`config.mk`:
```
export PLATFORM = sky130hd
export DESIGN_NAME = regfile_port_ctrl_flat
export DESIGN_NICKNAME = d
export VERILOG_FILES = /design/src/rtl/regfile_port_ctrl_if.sv /design/src/rtl/regfile_port_ctrl.sv /design/src/flat_wrapper.sv
export SDC_FILE = /design/constraint.sdc
export NUM_CORES = 1
export LEC_CHECK = 0
export ABC_CLOCK_PERIOD_IN_PS = 2100
export BUFFER_PORTS_ARGS = -buffer_cell sky130_fd_sc_hd__buf_2
export CAP_MARGIN = 5
export CORE_MARGIN = 2
export CORE_UTILIZATION = 45
export DETAILED_ROUTE_END_ITERATION = 7
export HOLD_SLACK_MARGIN = 0.1
export PLACE_DENSITY = 0.77
export SYNTH_ARGS = -nofsm -noshare
export SYNTH_HDL_FRONTEND = slang
export SYNTH_SLANG_ARGS = --single-unit
```
`constraint.sdc`:
```
create_clock -name clk -period 2.1 [get_ports clk]
set_input_delay 0.63 -clock clk [delete_from_list [all_inputs] [get_ports clk]]
set_output_delay 0.63 -clock clk [all_outputs]
set_load 0.005 [all_outputs]
```
`src/rtl/regfile_port_ctrl_if.sv`:
```
// Bundle of client handshakes and register-file port signals for regfile_port_ctrl.
// The slave modport is the controller's view; master is the clients' and register file's view.
interface regfile_port_ctrl_if #(
  parameter int REG_SZ = 32
);
  logic              op_valid;
  logic              op_ready;
  logic [4:0]        op_rs;
  logic [4:0]        op_rt;
  logic              res_valid;
  logic              res_ready;
  logic [REG_SZ-1:0] res_a;
  logic [REG_SZ-1:0] res_b;
  logic              wb_valid;
  logic              wb_ready;
  logic [4:0]        wb_idx;
  logic [REG_SZ-1:0] wb_data;
  logic              rf_re;
  logic [4:0]        rf_r_idx;
  logic [REG_SZ-1:0] rf_dout;
  logic              rf_we;
  logic [4:0]        rf_w_idx;
  logic [REG_SZ-1:0] rf_din;
  logic              busy;

  modport slave (
    input  op_valid, op_rs, op_rt, res_ready, wb_valid, wb_idx, wb_data, rf_dout,
    output op_ready, res_valid, res_a, res_b, wb_ready, rf_re, rf_r_idx,
           rf_we, rf_w_idx, rf_din, busy
  );

  modport master (
    output op_valid, op_rs, op_rt, res_ready, wb_valid, wb_idx, wb_data, rf_dout,
    input  op_ready, res_valid, res_a, res_b, wb_ready, rf_re, rf_r_idx,
           rf_we, rf_w_idx, rf_din, busy
  );
endinterface

```
`src/rtl/regfile_port_ctrl.sv`:
```
// Shares the register file's single read and write ports between operand fetch and
// writeback, producing spaced one-cycle strobes and forcing register 0 to read as zero.
//
// state  | meaning
// IDLE   | waiting; buffered write has priority over a new fetch
// WR     | rf_we high for the buffered write
// WR_GAP | strobe-free cycle after a write
// RD_A   | rf_re high for rs
// GAP_A  | strobe-free cycle between the two reads
// RD_B   | rf_re high for rt
// RESP   | operands presented until res_ready
module regfile_port_ctrl #(
  parameter int REG_SZ = 32
) (
  input  logic               clk,
  input  logic               rst,
  regfile_port_ctrl_if.slave bus
);

  typedef enum logic [2:0] {IDLE, WR, WR_GAP, RD_A, GAP_A, RD_B, RESP} state_t;

  state_t            state;
  logic              buf_full;
  logic [4:0]        buf_idx;
  logic [REG_SZ-1:0] buf_data;
  logic [4:0]        rs_q;
  logic [4:0]        rt_q;
  logic              wb_take;
  logic              op_take;

  // A pending writeback blocks fetch acceptance so earlier writes are always visible.
  assign bus.wb_ready = !buf_full;
  assign bus.op_ready = (state == IDLE) && !buf_full && !bus.wb_valid;
  assign bus.busy     = (state != IDLE) || buf_full;
  assign wb_take      = bus.wb_valid && !buf_full;
  assign op_take      = bus.op_valid && bus.op_ready;

  always_ff @(posedge clk) begin
    if (rst) begin
      state         <= IDLE;
      buf_full      <= 1'b0;
      buf_idx       <= '0;
      buf_data      <= '0;
      rs_q          <= '0;
      rt_q          <= '0;
      bus.rf_re     <= 1'b0;
      bus.rf_r_idx  <= '0;
      bus.rf_we     <= 1'b0;
      bus.rf_w_idx  <= '0;
      bus.rf_din    <= '0;
      bus.res_valid <= 1'b0;
      bus.res_a     <= '0;
      bus.res_b     <= '0;
    end else begin
      if (wb_take) begin
        buf_full <= 1'b1;
        buf_idx  <= bus.wb_idx;
        buf_data <= bus.wb_data;
      end

      case (state)
        IDLE: begin
          if (buf_full) begin
            if (buf_idx != 5'd0) begin
              state        <= WR;
              bus.rf_we    <= 1'b1;
              bus.rf_w_idx <= buf_idx;
              bus.rf_din   <= buf_data;
            end else begin
              buf_full <= 1'b0;
            end
          end else if (op_take) begin
            rs_q <= bus.op_rs;
            rt_q <= bus.op_rt;
            if (bus.op_rs != 5'd0) begin
              state        <= RD_A;
              bus.rf_re    <= 1'b1;
              bus.rf_r_idx <= bus.op_rs;
            end else if (bus.op_rt != 5'd0) begin
              state        <= RD_B;
              bus.res_a    <= '0;
              bus.rf_re    <= 1'b1;
              bus.rf_r_idx <= bus.op_rt;
            end else begin
              state         <= RESP;
              bus.res_a     <= '0;
              bus.res_b     <= '0;
              bus.res_valid <= 1'b1;
            end
          end
        end
        WR: begin
          bus.rf_we <= 1'b0;
          buf_full  <= 1'b0;
          state     <= WR_GAP;
        end
        WR_GAP: state <= IDLE;
        RD_A: begin
          bus.rf_re <= 1'b0;
          bus.res_a <= bus.rf_dout;
          if (rt_q == rs_q) begin
            bus.res_b     <= bus.rf_dout;
            bus.res_valid <= 1'b1;
            state         <= RESP;
          end else if (rt_q == 5'd0) begin
            bus.res_b     <= '0;
            bus.res_valid <= 1'b1;
            state         <= RESP;
          end else begin
            state <= GAP_A;
          end
        end
        GAP_A: begin
          bus.rf_re    <= 1'b1;
          bus.rf_r_idx <= rt_q;
          state        <= RD_B;
        end
        RD_B: begin
          bus.rf_re     <= 1'b0;
          bus.res_b     <= bus.rf_dout;
          bus.res_valid <= 1'b1;
          state         <= RESP;
        end
        RESP: begin
          if (bus.res_ready) begin
            bus.res_valid <= 1'b0;
            state         <= IDLE;
          end
        end
        default: state <= IDLE;
      endcase
    end
  end

endmodule

```
`src/flat_wrapper.sv`:
```
// flat-port wrapper written by rule: the top's interface ports become plain ports
module regfile_port_ctrl_flat 
#(
  parameter int REG_SZ = 32
)
  (clk, rst, bus_op_valid, bus_op_rs, bus_op_rt, bus_res_ready, bus_wb_valid, bus_wb_idx, bus_wb_data, bus_rf_dout, bus_op_ready, bus_res_valid, bus_res_a, bus_res_b, bus_wb_ready, bus_rf_re, bus_rf_r_idx, bus_rf_we, bus_rf_w_idx, bus_rf_din, bus_busy);
  regfile_port_ctrl_if #(.REG_SZ(REG_SZ)) bus_i ();
  input  logic clk;
  input  logic rst;
  input wire logic [$bits(bus_i.op_valid)-1:0] bus_op_valid;
  input wire logic [$bits(bus_i.op_rs)-1:0] bus_op_rs;
  input wire logic [$bits(bus_i.op_rt)-1:0] bus_op_rt;
  input wire logic [$bits(bus_i.res_ready)-1:0] bus_res_ready;
  input wire logic [$bits(bus_i.wb_valid)-1:0] bus_wb_valid;
  input wire logic [$bits(bus_i.wb_idx)-1:0] bus_wb_idx;
  input wire logic [$bits(bus_i.wb_data)-1:0] bus_wb_data;
  input wire logic [$bits(bus_i.rf_dout)-1:0] bus_rf_dout;
  output wire logic [$bits(bus_i.op_ready)-1:0] bus_op_ready;
  output wire logic [$bits(bus_i.res_valid)-1:0] bus_res_valid;
  output wire logic [$bits(bus_i.res_a)-1:0] bus_res_a;
  output wire logic [$bits(bus_i.res_b)-1:0] bus_res_b;
  output wire logic [$bits(bus_i.wb_ready)-1:0] bus_wb_ready;
  output wire logic [$bits(bus_i.rf_re)-1:0] bus_rf_re;
  output wire logic [$bits(bus_i.rf_r_idx)-1:0] bus_rf_r_idx;
  output wire logic [$bits(bus_i.rf_we)-1:0] bus_rf_we;
  output wire logic [$bits(bus_i.rf_w_idx)-1:0] bus_rf_w_idx;
  output wire logic [$bits(bus_i.rf_din)-1:0] bus_rf_din;
  output wire logic [$bits(bus_i.busy)-1:0] bus_busy;
  assign bus_i.op_valid = bus_op_valid;
  assign bus_i.op_rs = bus_op_rs;
  assign bus_i.op_rt = bus_op_rt;
  assign bus_i.res_ready = bus_res_ready;
  assign bus_i.wb_valid = bus_wb_valid;
  assign bus_i.wb_idx = bus_wb_idx;
  assign bus_i.wb_data = bus_wb_data;
  assign bus_i.rf_dout = bus_rf_dout;
  assign bus_op_ready = bus_i.op_ready;
  assign bus_res_valid = bus_i.res_valid;
  assign bus_res_a = bus_i.res_a;
  assign bus_res_b = bus_i.res_b;
  assign bus_wb_ready = bus_i.wb_ready;
  assign bus_rf_re = bus_i.rf_re;
  assign bus_rf_r_idx = bus_i.rf_r_idx;
  assign bus_rf_we = bus_i.rf_we;
  assign bus_rf_w_idx = bus_i.rf_w_idx;
  assign bus_rf_din = bus_i.rf_din;
  assign bus_busy = bus_i.busy;
  regfile_port_ctrl #(.REG_SZ(REG_SZ)) u_core (.clk(clk), .rst(rst), .bus(bus_i));
endmodule
```
# Word level (Yosys, flattened, before mapping)
# Cells that the tools add are included.
totals:
  in_bits: 84
  word_cells: 106
  reg_bits: 160
  output_inout_bits: 112
classes:
  n_reduce_logical: 29
  eq_ne: 17
  n_bitwise: 1
  mux: 45
op_table:
  columns: ["op", "count"]
  rows:
  - ["$mux W32", 9]
  - ["$pmux W32 S3", 1]
  - ["$pmux W32 S2", 1]
  - ["$mux W5", 4]
  - ["$mux W3", 6]
  - ["$pmux W3 S6", 1]
  - ["$mux W1", 16]
  - ["$reduce_bool A5 Y1", 3]
  - ["$reduce_and A3 Y1", 4]
  - ["$reduce_and A4 Y1", 3]
  - ["$ne A2 B2 Y1 const B", 5]
  - ["$pmux W5 S2", 1]
  - ["$eq A3 B3 Y1 const B", 3]
  - ["$reduce_bool A3 Y1", 3]
  - ["$reduce_and A7 Y1", 1]
  - ["$ne A3 B1 Y1 const B", 2]
  - ["$ne A3 B3 Y1 const B", 2]
  - ["$reduce_and A6 Y1", 1]
  - ["$reduce_bool A2 Y1", 3]
  - ["$eq A5 B5 Y1", 1]
  - ["$logic_not A5 Y1", 1]
  - ["$logic_and A1 B1 Y1", 4]
  - ["$mux W2", 2]
  - ["$ne A2 B1 Y1 const B", 2]
  - ["other kinds (11)", 13]

# Depth between registers and ports, before layout
logic_depth:
  ltp_word: 7
  ltp_mapped: 7
  mapped_depth_nobuf: 5

# Worst setup path before layout
# No wires, ideal clock.
synth_timing:
  path_type: "input-to-reg"
  start: "in bus_op_rs[0]"
  end: "reg u_core.bus.rf_r_idx[0]"
  required_ns: 1.979
  setup_ns: 0.121
  arrival_time_ns: 2.124
  slack_ns: -0.145
  n_path_buf: 0
  cell_stages: 5
  path_cell_list: "or4_4 nor4_4 nor2_2 o211ai_2 mux2_2"
synth_via:
  elab_chain_len: 5
  elab_cells_between_ends: 7
  classes_between: "eq/ne (1); mux (4); reduce/logical (2)"
synth_rtl:
  columns: ["item", "line", "source"]
  rows:
  - ["from (decl)", "flat_wrapper.sv:11", "input wire logic [$bits(bus_i.op_rs)-1:0] bus_op_rs;"]
  - ["$reduce_bool A5 Y1", "regfile_port_ctrl.sv:75", "if (bus.op_rs != 5'd0) begin"]
  - ["$mux W5", "regfile_port_ctrl.sv:75", null]
  - ["$mux W5", "regfile_port_ctrl.sv:72", "end else if (op_take) begin"]
  - ["$mux W5", "regfile_port_ctrl.sv:63", "if (buf_full) begin"]
  - ["$pmux W5 S2", "regfile_port_ctrl.sv:61", "case (state)"]
  - ["to (signal assigned)", "regfile_port_ctrl.sv:78", "bus.rf_r_idx <= bus.op_rs;"]
  - ["to (signal assigned)", "regfile_port_ctrl.sv:83", "bus.rf_r_idx <= bus.op_rt;"]
  - ["to (signal assigned)", "regfile_port_ctrl.sv:115", "bus.rf_r_idx <= rt_q;"]
  - ["to (decl)", "regfile_port_ctrl_if.sv:28", "output op_ready, res_valid, res_a, res_b, wb_ready, rf_re, rf_r_idx,"]
# Several ways; a longest one is shown, not always the timed one. The select of a mux whose other input is x is not followed.
# A chain may end at the register's enable or synchronous reset.

# Final worst setup path
layout_timing:
  start: "in bus_op_rs[0]"
  end: "reg u_core.bus.rf_r_idx[4]"
layout_via:
  elab_chain_len: 5
  elab_cells_between_ends: 7
  classes_between: "eq/ne (1); mux (4); reduce/logical (2)"
layout_rtl:
  columns: ["item", "line"]
  rows:
  - ["$reduce_bool A5 Y1 (*)", "regfile_port_ctrl.sv:75"]
  - ["$mux W5", "regfile_port_ctrl.sv:75"]
  - ["$mux W5", "regfile_port_ctrl.sv:72"]
  - ["$mux W5", "regfile_port_ctrl.sv:63"]
  - ["$pmux W5 S2", "regfile_port_ctrl.sv:61"]
# Every way passes the cells marked *; elsewhere a longest branch is shown, timed or not. The select of a mux whose other input is x is not followed.

==> key figures <==
Job
  • Max cap viols: 0

CTS
  • CTS Sinks: 160
  • Root buffer cell: clkbuf_16
  • CTS clk-pin slew, worst paths: 0.06 ns
  • CTS tree: yes
  • Clock H-tree levels: 4
  • TritonCTS Buffers: 17
  • Maximum clock path buffer count: 2
  • Worst-Skew Late Latency: 0.42 ns
  • Hold buffers post-CTS: 0

Setup path
  • CP Launch Point: bus_op_rs[0]
  • Critical Path AT: 2.32 ns
  • R2R Path End: u_core.bus.res_b[3]
  • CP Class: input port to register
  • CP endpoint: u_core.bus.rf_r_idx[4]
  • Critical Path, Cell by Cell: buf_2 > or4_4 > nor4_4 > nor2_2 > o211ai_4 > mux2_2
  • Critical path buffers and inverters: 1
  • Largest fanout on the critical path: 5
  • FF-to-FF path depth: 6
  • CP endpoint kind: register
  • Slowest cell on the critical path: or4_4
  • Critical Path Start Type: input port
  • Worst path required time: 2.40 ns
  • Slowest stage delay, CP: 0.55 ns
  • Crit Reg-Reg Startpoint: u_core.state[1]
  • R2R Setup Slk: 0.14 ns
  • CP delay by family, top: simple AND/OR/NAND/NOR gates
  • CP Depth: 6

Synthesis
  • Syn_nets: 723
  • Mapped Avg Cell Area: 9.06 sq um
  • Area share of the largest cell type after synthesis: 0.553
  • Yosys warns: 0
  • Top_reg_cell synth: dfxtp_1
  • Post-synthesis cell type count: 45
  • Commonest cells post-synth: dfxtp_1 (160), nand2_1 (150), a21oi_1 (78), nor2_1 (61), a22oi_1 (36)
  • Synth area leader: dfxtp_1
  • Synthesized instance count: 639
  • Mapped cell area: 5790 sq um
  • Count leader, synth: dfxtp_1
  • EDFF count, synth: 0
  • Async SR Flop Fraction: 0
  • Synth Register Bits: 160
  • Synth area leaders: dfxtp_1 (55%), nand2_1 (9.7%), a21oi_1 (6.7%)
  • Register area share after synthesis: 0.553

Drt
  • DR vias: 5261
  • DRT iter0 DRCs: 319
  • First-pass DRT Iterations: 4
  • Final antenna-violating net count: 0
  • Vias/cell: 5.09
  • DRC: 0
  • Routed len/inst: 14.2 um
  • Post-Route WL: 14.6 mm

Power and ir drop
  • Leakage power: 3.43 nW
  • Max VDD drop: 0.000806 V
  • PwrDens: 1060 nW/um^2
  • Total chip power: 0.00818 W

STA
  • Final hold vios: 0
  • Max_slew headroom: 0.663
  • Clock Skew: 0.0143 ns
  • Max-slew violations: 0
  • WHS: 0.441 ns
  • Setup violators final: 0
  • Crit path time final: 2.02 ns
  • Unrepaired setup endpoints after global routing: no
  • Worst Max-Slew Pin Slew: 0.505 ns
  • Final Cycle Share: 0.962
  • FMAX: 495 MHz

Die
  • Site Rows: 41
  • Core Area: 12600 sq um
  • Die Area: 13800 sq um
  • Chip width: 117 um
  • Die H: 117 um
  • Starting density of the core: 0.461
  • Io pins: 196

GRT
  • Global-route wire length before repair: 23.9 mm
  • Vias in the first global route: 4888
  • Overflow after GRT: 0
  • All-Layer GR Usage: 0.211
  • Largest net degree at the start of global routing: 50
  • Initial antenna violation count: 1

Finish
  • Area delta synth->final: 33.6%
  • Post-route cell area: 7740 sq um
  • Register area: 3210 sq um
  • # nets final: 932
  • Final-layout fill cell count: 1079
  • Share of layout cells above drive strength 1: 0.337
  • Multi-input gate area: 2400 sq um

Status
  • Status: completed

Worst hold path
  • Worst min path class: input port to register

Placed design
  • HPWL Detailed: 10.1 mm
  • GP Congestion: 0.825
  • DP Area: 7160 sq um
  • Buffers on Ports: 195
## cells by family (layout without fill, tap and decap cells)
| kind of cell | after synthesis | count (layout) | share of synthesized area |
|---|---|---|---|
| AO/OA/AOI/OAI | 165 | 165 | 0.192 |
| XOR/XNOR | 5 | 5 | 0.00756 |
| buffers and inverters | 49 | 271 | 0.0415 |
| flip-flops | 160 | 160 | 0.553 |
| multiplexers | 15 | 15 | 0.0270 |
| other | 0 | 1 | 0 |
| AND/OR/NAND/NOR | 245 | 245 | 0.178 |
## power by group
part	switching (W)	leakage, nW	total (W)	internal [W]
logic	0.00101	1.86	0.00180	0.000793
clock network	0.00121	0.269	0.00287	0.00166
registers	0.000179	1.30	0.00351	0.00333
total	0.00240	3.43	0.00818	0.00578
## routing by layer
metal | GRT usage | routed length (um)
met5 | 0 | 0
met2 | 0.329 | 6660
met3 | 0.0877 | 1330
met1 | 0.267 | 6430
met4 | 0.0655 | 227
## repair_timing
action                     4_1_cts  5_1_grt
resized for setup                6        3
buffers inserted                 0        1
pin swaps                        0        2
hold endpoints to repair         0        0
setup endpoints to repair        2        2
## tightest hold or removal path: cells and delay by family
family	cells	cell delay [ns]
AO/OA/AOI/OAI	1	0.05
buffers and inverters	1	0.09
AND/OR/NAND/NOR	1	0.04
## cell usage in the layout (no fill, tap or decap), types with 2 or more instances in the layout
master,Yosys,layout
buf_4,0,36
mux2_2,5,5
xnor2_1,5,5
nor3_1,10,8
clkinvlp_4,0,4
buf_12,0,5
a22oi_1,36,36
nand3b_1,2,2
clkinv_4,0,2
a21oi_1,78,77
or4_4,2,2
a22o_1,32,32
dfxtp_1,160,158
a211oi_1,5,5
clkbuf_16,0,17
o21ai_0,2,2
mux2i_1,10,10
inv_6,0,2
a211oi_4,1,2
clkinv_2,0,5
inv_1,3,2
dfxtp_4,0,2
nor3_4,0,2
nor2b_1,7,6
buf_2,8,194
o31ai_1,2,2
nand2_1,150,149
or4_1,2,2
nor2_1,61,61
## final cells by class
class | count | area share
Multi-Input combinational cell | 430 | 0.310
Antenna cell | 1 | 0.000323
Clock inverter | 13 | 0.0145
Clock buffer | 19 | 0.0572
Sequential cell | 160 | 0.415
Inverter | 4 | 0.00242
Timing Repair Buffer | 235 | 0.173
Tap cell | 172 | 0.0278
## flip-flops by register name (all words and copies together) (netlist names)
signal                flops
u_core.buf_data          32
u_core.bus.res_valid      1
u_core.bus.res_a         32
u_core.bus.rf_r_idx       5
u_core.buf_full           1
u_core.bus.rf_din        32
u_core.bus.res_b         32
u_core.bus.rf_we          1
u_core.bus.rf_w_idx       5
u_core.buf_idx            5
u_core.state              3
u_core.rs_q               5
u_core.rt_q               5
u_core.bus.rf_re          1
## how the worst min path moves through the flow
stage                              startpoint                    end  slack [ns]  cells after the start
after floorplan            u_core.buf_data[0]   u_core.bus.rf_din[0]        0.43                      2
after global placement    u_core.buf_data[18]  u_core.bus.rf_din[18]        0.44                      2
after detailed placement  u_core.buf_data[18]  u_core.bus.rf_din[18]        0.44                      2
after CTS                     bus_rf_dout[21]   u_core.bus.res_b[21]        0.43                      2
after global routing          bus_wb_data[16]    u_core.buf_data[16]        0.43                      3
final                         bus_wb_data[30]    u_core.buf_data[30]        0.44                      3
## metrics by stage
step / setup slack [ns] / std cells / utilization / TNS, ns
after detailed placement: -0.393 / 1002 / 0.569 / -17.17
after global placement: -0.362 / 1002 / 0.569 / -15.62
final: 0.0798 / 1034 / 0.616 / 0
after global routing: 0.0107 / 1034 / 0.616 / 0
after CTS: 0.00695 / 1034 / 0.615 / 0
after floorplan: -0.145 / 639 / - / -2.51
(Power assumes the default switching activity.)
